[src/rtl/ctrl_burst_decoder.sv]
`default_nettype none
// ============================================================================
// Module   : ctrl_burst_decoder
// Brief    : Registered instruction-to-control decoder with valid/ready flow
//            control and vector load/store bursts over all colour channels.
// Revision : 1.0 - initial release
// ============================================================================
module ctrl_burst_decoder #(
    parameter int CHANNELS = 3,
    parameter int CH_W     = 2
) (
    input  logic            clk,
    input  logic            rst,
    input  logic            in_valid,
    output logic            in_ready,
    input  logic [1:0]      tipo,
    input  logic [1:0]      op,
    input  logic            Inm,
    input  logic            vec,
    input  logic            flush,
    output logic            out_valid,
    input  logic            out_ready,
    output logic            RegWrite,
    output logic            ALUSrc,
    output logic            MemWrite,
    output logic            ResultSrc,
    output logic            Branch,
    output logic            Jump,
    output logic            PCDirection,
    output logic [1:0]      ImmSrc,
    output logic [1:0]      ALUOp,
    output logic [CH_W-1:0] Channel,
    output logic            last,
    output logic            err
);

    localparam logic [1:0]      ST_IDLE   = 2'd0;
    localparam logic [1:0]      ST_HOLD   = 2'd1;
    localparam logic [1:0]      ST_BURST  = 2'd2;
    localparam logic [CH_W-1:0] C_LAST_CH = CH_W'(CHANNELS);
    localparam logic [CH_W-1:0] C_ONE_CH  = CH_W'(1);

    logic [1:0]      state_q, state_d;
    logic            regwrite_q, regwrite_d;
    logic            alusrc_q, alusrc_d;
    logic            memwrite_q, memwrite_d;
    logic            resultsrc_q, resultsrc_d;
    logic            branch_q, branch_d;
    logic            jump_q, jump_d;
    logic            pcdir_q, pcdir_d;
    logic [1:0]      immsrc_q, immsrc_d;
    logic [1:0]      aluop_q, aluop_d;
    logic [CH_W-1:0] chan_q, chan_d;
    logic            last_q, last_d;
    logic            err_q, err_d;

    logic            w_regwrite;
    logic            w_alusrc;
    logic            w_memwrite;
    logic            w_resultsrc;
    logic            w_branch;
    logic            w_jump;
    logic            w_pcdir;
    logic [1:0]      w_immsrc;
    logic [1:0]      w_aluop;
    logic            w_mem;
    logic            w_vector;
    logic            w_illegal;
    logic            w_accept;
    logic            w_out_valid;

    // Instruction field decode
    always_comb begin
        w_regwrite  = 1'b0;
        w_alusrc    = 1'b0;
        w_memwrite  = 1'b0;
        w_resultsrc = 1'b0;
        w_branch    = 1'b0;
        w_jump      = 1'b0;
        w_pcdir     = 1'b0;
        w_immsrc    = 2'b00;
        w_aluop     = 2'b00;
        w_mem       = 1'b0;
        case (tipo)
            2'b00: begin
                w_regwrite = 1'b1;
                w_alusrc   = Inm;
                w_aluop    = 2'b10;
            end
            2'b01: begin
                w_regwrite = 1'b1;
                w_alusrc   = Inm;
                if (op != 2'b00) begin
                    w_resultsrc = 1'b1;
                    w_mem       = 1'b1;
                end
            end
            2'b10: begin
                case (op)
                    2'b00: begin
                        w_jump   = 1'b1;
                        w_immsrc = 2'b10;
                        w_pcdir  = Inm;
                    end
                    2'b01: begin
                        w_jump     = 1'b1;
                        w_immsrc   = 2'b10;
                        w_regwrite = 1'b1;
                    end
                    2'b10:   w_aluop  = 2'b01;
                    default: w_branch = 1'b1;
                endcase
            end
            default: begin
                w_alusrc = Inm;
                if (op == 2'b00) begin
                    w_jump   = 1'b1;
                    w_immsrc = 2'b10;
                end else begin
                    w_memwrite = 1'b1;
                    w_mem      = 1'b1;
                end
            end
        endcase
    end

    assign w_vector  = w_mem && vec;
    // A scalar access naming a channel beyond CHANNELS is suppressed and flagged.
    assign w_illegal = w_mem && !vec && (32'(op) > 32'(CHANNELS));
    assign w_accept  = in_ready && in_valid;

    always_ff @(posedge clk) begin
        if (rst) begin
            state_q     <= ST_IDLE;
            regwrite_q  <= 1'b0;
            alusrc_q    <= 1'b0;
            memwrite_q  <= 1'b0;
            resultsrc_q <= 1'b0;
            branch_q    <= 1'b0;
            jump_q      <= 1'b0;
            pcdir_q     <= 1'b0;
            immsrc_q    <= 2'b00;
            aluop_q     <= 2'b00;
            chan_q      <= '0;
            last_q      <= 1'b0;
            err_q       <= 1'b0;
        end else begin
            state_q     <= state_d;
            regwrite_q  <= regwrite_d;
            alusrc_q    <= alusrc_d;
            memwrite_q  <= memwrite_d;
            resultsrc_q <= resultsrc_d;
            branch_q    <= branch_d;
            jump_q      <= jump_d;
            pcdir_q     <= pcdir_d;
            immsrc_q    <= immsrc_d;
            aluop_q     <= aluop_d;
            chan_q      <= chan_d;
            last_q      <= last_d;
            err_q       <= err_d;
        end
    end

    always_comb begin
        state_d     = state_q;
        regwrite_d  = regwrite_q;
        alusrc_d    = alusrc_q;
        memwrite_d  = memwrite_q;
        resultsrc_d = resultsrc_q;
        branch_d    = branch_q;
        jump_d      = jump_q;
        pcdir_d     = pcdir_q;
        immsrc_d    = immsrc_q;
        aluop_d     = aluop_q;
        chan_d      = chan_q;
        last_d      = last_q;
        err_d       = err_q;

        if (flush || (!w_accept && out_ready &&
                      ((state_q == ST_HOLD) || (state_q == ST_BURST && last_q)))) begin
            state_d     = ST_IDLE;
            regwrite_d  = 1'b0;
            alusrc_d    = 1'b0;
            memwrite_d  = 1'b0;
            resultsrc_d = 1'b0;
            branch_d    = 1'b0;
            jump_d      = 1'b0;
            pcdir_d     = 1'b0;
            immsrc_d    = 2'b00;
            aluop_d     = 2'b00;
            chan_d      = '0;
            last_d      = 1'b0;
            err_d       = 1'b0;
        end else if (w_accept) begin
            regwrite_d  = w_regwrite && !w_illegal;
            alusrc_d    = w_alusrc;
            memwrite_d  = w_memwrite && !w_illegal;
            resultsrc_d = w_resultsrc;
            branch_d    = w_branch;
            jump_d      = w_jump;
            pcdir_d     = w_pcdir;
            immsrc_d    = w_immsrc;
            aluop_d     = w_aluop;
            if (w_vector) begin
                state_d = ST_BURST;
                chan_d  = C_ONE_CH;
                last_d  = (C_LAST_CH == C_ONE_CH);
                err_d   = 1'b0;
            end else begin
                state_d = ST_HOLD;
                chan_d  = (w_mem && !w_illegal) ? CH_W'(op) : '0;
                last_d  = 1'b1;
                err_d   = w_illegal;
            end
        end else if (state_q == ST_BURST && out_ready) begin
            // Mid-burst advance; the final beat is retired by the branch above.
            chan_d = chan_q + C_ONE_CH;
            last_d = ((chan_q + C_ONE_CH) == C_LAST_CH);
        end
    end

    always_comb begin
        w_out_valid = (state_q != ST_IDLE);
        out_valid   = w_out_valid;
        in_ready    = !rst && !flush &&
                      ((state_q == ST_IDLE) ||
                       (state_q == ST_HOLD && out_ready) ||
                       (state_q == ST_BURST && last_q && out_ready));
        RegWrite    = w_out_valid && regwrite_q;
        ALUSrc      = w_out_valid && alusrc_q;
        MemWrite    = w_out_valid && memwrite_q;
        ResultSrc   = w_out_valid && resultsrc_q;
        Branch      = w_out_valid && branch_q;
        Jump        = w_out_valid && jump_q;
        PCDirection = w_out_valid && pcdir_q;
        ImmSrc      = w_out_valid ? immsrc_q : 2'b00;
        ALUOp       = w_out_valid ? aluop_q : 2'b00;
        Channel     = w_out_valid ? chan_q : '0;
        last        = w_out_valid && last_q;
        err         = w_out_valid && err_q;
    end

endmodule
`default_nettype wire
[config.mk]
export PLATFORM = sky130hd
export DESIGN_NAME = ctrl_burst_decoder
export DESIGN_NICKNAME = d
export VERILOG_FILES = /design/src/rtl/ctrl_burst_decoder.sv
export SDC_FILE = /design/constraint.sdc
export NUM_CORES = 1
export LEC_CHECK = 0
export ABC_AREA = 1
export CAP_MARGIN = 20
export CORE_ASPECT_RATIO = 0.75
export CORE_UTILIZATION = 45
export DETAILED_ROUTE_END_ITERATION = 8
export PLACE_DENSITY = 0.77
export SYNTH_ARGS = -nofsm -noshare
export SYNTH_HDL_FRONTEND = slang
export SYNTH_SLANG_ARGS = --single-unit
[constraint.sdc]
create_clock -name clk -period 2.2 [get_ports clk]
set_input_delay 0.33 -clock clk [delete_from_list [all_inputs] [get_ports clk]]
set_output_delay 0.33 -clock clk [all_outputs]
set_load 0.01 [all_outputs]
==> impl_metrics.env, run 1 <==
export IMPL_synth_most_common_cell="sky130_fd_sc_hd__inv_1"
export IMPL_count_of_cell_types_in_the_netlist=27
export IMPL_finalCoreUtilization=0.6746
export IMPL_min_delay_worst_endpoint="immsrc_q[1]$_SDFFE_PP0P_"
export IMPL_status="completed"
export IMPL_initial_core_util=0.5058
export IMPL_multiInputGateArea_sq_um=505.5
export IMPL_synth_area_sq_um=929.6
export IMPL_reg2reg_setup_slack_ns=0.72
export IMPL_yosys_warnings=0
export IMPL_path_clk_slew_ns=0.09
export IMPL_timing_final_ws_setup_ns=0.2784
export IMPL_grt_overflow_total=0
export IMPL_totalWireLength_um=2040
export IMPL_mean_instance_size_in_the_synthesized_netlist_sq_um=6.640
export IMPL_synthArstFlopShare=0
export IMPL_arrival_ns=1.59
export IMPL_routed_via_count=901
export IMPL_tritoncts_clock_tree="done"
export IMPL_power_density_mw_per_mm2=438.8
export IMPL_htreeDepth=1
export IMPL_post_drt_wl_per_cell_um=10.74
export IMPL_dpl_cell_count=186
export IMPL_place_ws_ns=0.1355
export IMPL_seq_area_frac_synth=0.3015
export IMPL_dpl_instance_area_sq_mm=0.001195
export IMPL_worst_ir_drop_vdd_v=0.0004376
export IMPL_n_fill_cell=171
export IMPL_dieHeight_um=41.36
export IMPL_clk_insertion_delay_late_ns=0.28
export IMPL_synth_area_leaders="sky130_fd_sc_hd__dfxtp_1 (30%), sky130_fd_sc_hd__inv_1 (10%), sky130_fd_sc_hd__nand2_1 (8.5%)"
export IMPL_fmax_mhz=520.4
export IMPL_worstSetupEndpointType="primary output"
export IMPL_post_route_cell_area_sq_mm=0.001240
export IMPL_crit_reg2reg_launch="last_q$_SDFFE_PP0P_"
export IMPL_critPathRequiredTime_ns=1.87
export IMPL_final_period_minus_worst_setup_slack_ns=1.922
export IMPL_whs_path_depth=2
export IMPL_hold_start="immsrc_q[1]$_SDFFE_PP0P_"
export IMPL_synth_seq_cells=14
export IMPL_total_power_uw=544.1
export IMPL_finish_cell_count_without_fillers=190
export IMPL_post_synth_top_area_fraction=0.3015
export IMPL_num_rows=13
export IMPL_number_of_global_route_vias_before_repair=781
export IMPL_worst_hold_path_type="flip-flop to flip-flop"
export IMPL_drtIter0Drc=9
export IMPL_layout_cell_share_with_drive_strength_beyond_1=0.1726
export IMPL_final_antenna_net_count=0
export IMPL_die_area_sq_mm=0.002254
export IMPL_clock_path_buffers=2
export IMPL_timing_hold_ws_ns=0.4758
export IMPL_cts_made_buffers=3
export IMPL_start_kind="flip-flop"
export IMPL_design_final_nets=181
export IMPL_final_period_utilization=0.8735
export IMPL_postCtsSetupRepairBufs=0
export IMPL_final_setup_skew_ns=0.004032
export IMPL_layout_area_seq_sq_um=282.8
export IMPL_cts_sink_count=14
export IMPL_hpwlAfterDp_um=1620
export IMPL_netlist_top_cells_count="sky130_fd_sc_hd__inv_1 (25), sky130_fd_sc_hd__nand2_1 (21), sky130_fd_sc_hd__nor2_1 (21), sky130_fd_sc_hd__dfxtp_1 (14), sky130_fd_sc_hd__nand3_1 (11)"
export IMPL_coreArea_sq_mm=0.001838
export IMPL_crit_reg2reg_capture="immsrc_q[1]$_SDFFE_PP0P_"
export IMPL_drtPass1Iterations=4
export IMPL_timing_critical_path_fanout_max=8
export IMPL_grt_start_max_net_pins=17
export IMPL_biggest_area_consumer_among_synthesized_cells="sky130_fd_sc_hd__dfxtp_1"
export IMPL_die_w_um=54.49
export IMPL_antenna_found_initial=0
export IMPL_diodes=0
export IMPL_fin_tns_setup_ns=0
export IMPL_clk_root_buffer_cell="sky130_fd_sc_hd__clkbuf_4"
export IMPL_reg2reg_depth=6
export IMPL_finalHoldViolations=0
export IMPL_route_detailed_drc=0
export IMPL_post_drt_via_cell_ratio=4.742
export IMPL_numPortBuffers=25
export IMPL_rsz0062_at_grt="false"
export IMPL_ys_flop_type="sky130_fd_sc_hd__dfxtp_1"
export IMPL_area_added_between_synthesis_and_finish_pct=33.38
export IMPL_gate_count_post_synth=140
export IMPL_grt_total_usage=0.2186
export IMPL_place_congestion=0.8453
export IMPL_setup_violations_final=0
export IMPL_timing_worst_setup_path_type="flip-flop to primary output"
export IMPL_pin_count=28
export IMPL_synth_enable_flop_cells=0
export IMPL_grt_pass1_wl_um=3298
export IMPL_drv_slew=0
export IMPL_p_leak_nw=0.4946
export IMPL_max_cap_violations=0
[cell families after synthesis]
group | share of synthesized area
fa+ha+maj | 0.01346
other cells | 0.004034
flops | 0.3015
simple gates | 0.3890
xor+xnor | 0.009423
buf+inv | 0.1588
compound gates | 0.1238
[how the worst max path moves through the flow]
stage                                       start        end  depth (start not counted)
final                     state_q[1]$_SDFFE_PP0P_       Jump                          4
after floorplan           state_q[1]$_SDFFE_PP0P_  ImmSrc[1]                          4
after global placement                        rst   in_ready                          6
after CTS                 state_q[1]$_SDFFE_PP0P_   in_ready                          6
after global routing      state_q[1]$_SDFFE_PP0P_  ImmSrc[1]                          4
after detailed placement                      rst   in_ready                          6
[power by group]
group	leakage, nW	total [mW]	internal [mW]	switching, mW
sequential	0.114	0.261	0.257	0.00333
clock	0.0210	0.187	0.101	0.0858
combinational	0.360	0.0968	0.0429	0.0539
[cells in the final DEF, fill, tap and decap left out, drive strengths merged]
cell            n
nor2           29
inv            25
clkdlybuf4s50  24
nand2          23
dfxtp          14
nand3          11
a21oi           9
o21ai           6
buf             5
nand4           4
clkbuf          4
or2             4
nor3            3
conb            2
and2            1
xor2            1
a31oi           1
ha              1
dlymetal6s2s    1
[worst max-delay path, cell delays in order, from the launching register on]
cell,delay (ns)
sky130_fd_sc_hd__dfxtp_2,0.43
sky130_fd_sc_hd__nor2_2,0.08
sky130_fd_sc_hd__buf_6,0.14
sky130_fd_sc_hd__nor2_1,0.11
sky130_fd_sc_hd__clkdlybuf4s50_1,0.55
[sequential cells by signal, indices dropped and copies added (netlist names)]
signal,count
branch_q,1
resultsrc_q,1
regwrite_q,1
pcdir_q,1
memwrite_q,1
chan_q,2
aluop_q,2
immsrc_q,1
state_q,2
alusrc_q,1
last_q,1
[final cells by class]
cell class / instances / area share
Multi-Input combinational cell: 95 / 0.4077
Timing Repair Buffer: 30 / 0.2371
Sequential cell: 14 / 0.2281
Inverter: 25 / 0.07568
Clock buffer: 4 / 0.02926
Tap cell: 22 / 0.02220
[layer usage]
| layer | global-route usage | part of all wire | vias up |
|---|---|---|---|
| li1 | - | - | 488 |
| met1 | 0.2554 | 0.47 | 389 |
| met2 | 0.3780 | 0.47 | 19 |
| met3 | 0.07609 | 0.050 | 5 |
| met4 | 0.07692 | 0.0093 | 0 |
| met5 | 0 | 0 | - |
[timing repair]
| action | in CTS | in global routing |
|---|---|---|
| endpoints found under the setup margin | 1 | 1 |
| pin swaps | 0 | 0 |
| resized for setup | 2 | 2 |
| hold buffers | 0 | 0 |
(Power assumes the default switching activity.)
==> run 2, diff against run 1 <==
--- a/config.mk
+++ b/config.mk
@@ -6,8 +6,8 @@
 export NUM_CORES = 1
 export LEC_CHECK = 0
 export ABC_AREA = 1
-export CAP_MARGIN = 20
-export CORE_ASPECT_RATIO = 0.75
+export CAP_MARGIN = 10
+export CORE_ASPECT_RATIO = 0.7
 export CORE_UTILIZATION = 45
 export DETAILED_ROUTE_END_ITERATION = 8
 export PLACE_DENSITY = 0.77
==> run 2 against run 1 <==
Net effect: non-clock buffer count grew 1; clock power is essentially flat; first-iteration DRC count grew 120%; cell count grew 0.53%; via count grew 1.4%; final area grew 0.30%; hold slack gained 0.0040 ns; largest power group unchanged; highest routed layer unchanged.
==> impl_metrics.env, run 2 (synthesized netlist as in run 1, its figures left out) <==
export IMPL_hpwlAfterDp_um=1546
export IMPL_power_density_mw_per_mm2=441.2
export IMPL_initial_core_util=0.4885
export IMPL_layout_cell_share_with_drive_strength_beyond_1=0.1657
export IMPL_design_final_nets=182
export IMPL_final_period_minus_worst_setup_slack_ns=2.071
export IMPL_grt_overflow_total=0
export IMPL_clk_insertion_delay_late_ns=0.29
export IMPL_worst_hold_path_type="flip-flop to flip-flop"
export IMPL_drtPass1Iterations=4
export IMPL_tritoncts_clock_tree="done"
export IMPL_die_area_sq_mm=0.002255
export IMPL_crit_family="buffers and inverters"
export IMPL_cp_buffers_inverters=1
export IMPL_routed_via_count=914
export IMPL_post_drt_via_cell_ratio=4.785
export IMPL_rsz0062_at_grt="false"
export IMPL_pin_count=28
export IMPL_worst_path_largest_cell_delay_ns=0.54
export IMPL_fmax_mhz=482.8
export IMPL_grt_start_max_net_pins=15
export IMPL_cts_made_buffers=3
export IMPL_final_setup_skew_ns=0.002598
export IMPL_worst_ir_drop_vdd_v=0.0003154
export IMPL_most_used_cells_in_the_layout_excluding_fill_and_tap_cells="sky130_fd_sc_hd__inv_1 (25), sky130_fd_sc_hd__clkdlybuf4s50_1 (25), sky130_fd_sc_hd__nor2_1 (21), sky130_fd_sc_hd__nand2_1 (21), sky130_fd_sc_hd__dfxtp_1 (14)"
export IMPL_grt_total_usage=0.1946
export IMPL_route_detailed_drc=0
export IMPL_arrival_ns=1.74
export IMPL_timing_worst_setup_path_type="flip-flop to primary output"
export IMPL_finalHoldViolations=0
export IMPL_antenna_found_initial=0
export IMPL_htreeDepth=1
export IMPL_clock_path_buffers=2
export IMPL_numPortBuffers=25
export IMPL_final_antenna_net_count=0
export IMPL_fin_tns_setup_ns=0
export IMPL_crit_chain="nor2_4 > nor2_1 > nor2_2 > and2_1 > clkdlybuf4s50_1"
export IMPL_p_leak_nw=0.4841
export IMPL_num_rows=13
export IMPL_cts_sink_count=14
export IMPL_largest_registers_ranked_by_flip_flop_count="aluop_q: 2 flops, chan_q: 2 flops, state_q: 2 flops"
export IMPL_area_added_between_synthesis_and_finish_pct=33.78
export IMPL_path_clk_slew_ns=0.09
export IMPL_dieHeight_um=40.03
export IMPL_number_of_global_route_vias_before_repair=709
export IMPL_drv_slew=0
export IMPL_final_period_utilization=0.9414
export IMPL_critPathRequiredTime_ns=1.87
export IMPL_status="completed"
export IMPL_grt_pass1_wl_um=3208
export IMPL_post_drt_wl_per_cell_um=10.86
export IMPL_coreArea_sq_mm=0.001903
export IMPL_start_kind="flip-flop"
export IMPL_n_fill_cell=180
export IMPL_setup_violations_final=0
export IMPL_diodes=0
export IMPL_timing_critical_path_fanout_max=6
export IMPL_max_cap_violations=0
export IMPL_total_power_uw=548.8
export IMPL_crit_slowest_cell="sky130_fd_sc_hd__clkdlybuf4s50_1"
export IMPL_die_w_um=56.33
export IMPL_clk_root_buffer_cell="sky130_fd_sc_hd__clkbuf_4"
export IMPL_place_congestion=0.8638
export IMPL_drtIter0Drc=20
export IMPL_totalWireLength_um=2075
export IMPL_worstSetupEndpointType="primary output"
==> run 2: what timing repair did <==
action | CTS | global route
hold endpoints to repair | 0 | 0
setup buffers | 0 | 2
resized for setup | 1 | 0
pin swaps | 0 | 1
hold buffers | 0 | 0
setup endpoints to repair | 1 | 1
==> run 2: where the power goes <==
group | internal (mW) | leakage (nW) | switching (mW)
Clock | 0.101 | 0.0210 | 0.0885
Combinational | 0.0438 | 0.350 | 0.0550
Sequential | 0.257 | 0.113 | 0.00341
Total | 0.402 | 0.484 | 0.147
==> run 2: path summary, 6_finish.rpt <==
path,start,end,cells past startpoint,slack [ns]
max,state_q[0]$_SDFFE_PP0P_,in_ready,5,0.13
min reg2reg,pcdir_q$_SDFFE_PP0P_,pcdir_q$_SDFFE_PP0P_,2,0.48
min,pcdir_q$_SDFFE_PP0P_,pcdir_q$_SDFFE_PP0P_,2,0.48
max reg2reg,state_q[0]$_SDFFE_PP0P_,regwrite_q$_SDFFE_PP0P_,5,0.66
==> run 2: layer usage <==
metal	up-vias	share of wire	GRT usage	wire, um
li1	484	-	-	-
met1	402	0.51	0.2712	1065
met2	26	0.43	0.3006	893
met3	2	0.051	0.06129	106
met4	0	0.0048	0.03659	10
met5	-	0	0	0
==> run 2: cell type report <==
type                       instances  area, sq um  area share
tap                               22        27.53     0.02213
clock buffer                       4        36.28     0.02918
timing repair buffer              31        295.3      0.2374
multi-input combinational         95        510.5      0.4105
sequential                        14        280.3      0.2254
inverter                          25        93.84     0.07545
==> run 2: stage by stage <==
stage | cell area, sq um | hold slack [ns] | utilization | cells | setup slack [ns]
finish | 1244 | 0.4797 | 0.6535 | 191 | 0.1289
global route | 1244 | 0.4993 | 0.6535 | 191 | 0.02086
CTS | 1229 | 0.4794 | 0.6456 | 189 | 0.05706
detailed placement | 1187 | 0.4655 | 0.6239 | 185 | 0.1506
global placement | 1187 | 0.4551 | 0.6239 | 185 | 0.1819
floorplan | 933.4 | 0.4421 | - | 141 | 0.7394
==> run 2: worst reg2reg max path: stages, from the launching register on <==
cell and delay (ns):
sky130_fd_sc_hd__dfxtp_1 0.41, sky130_fd_sc_hd__o21ai_4 0.26, sky130_fd_sc_hd__nand4_4 0.21, sky130_fd_sc_hd__buf_4 0.25, sky130_fd_sc_hd__or2_1 0.23, sky130_fd_sc_hd__a21oi_2 0.11
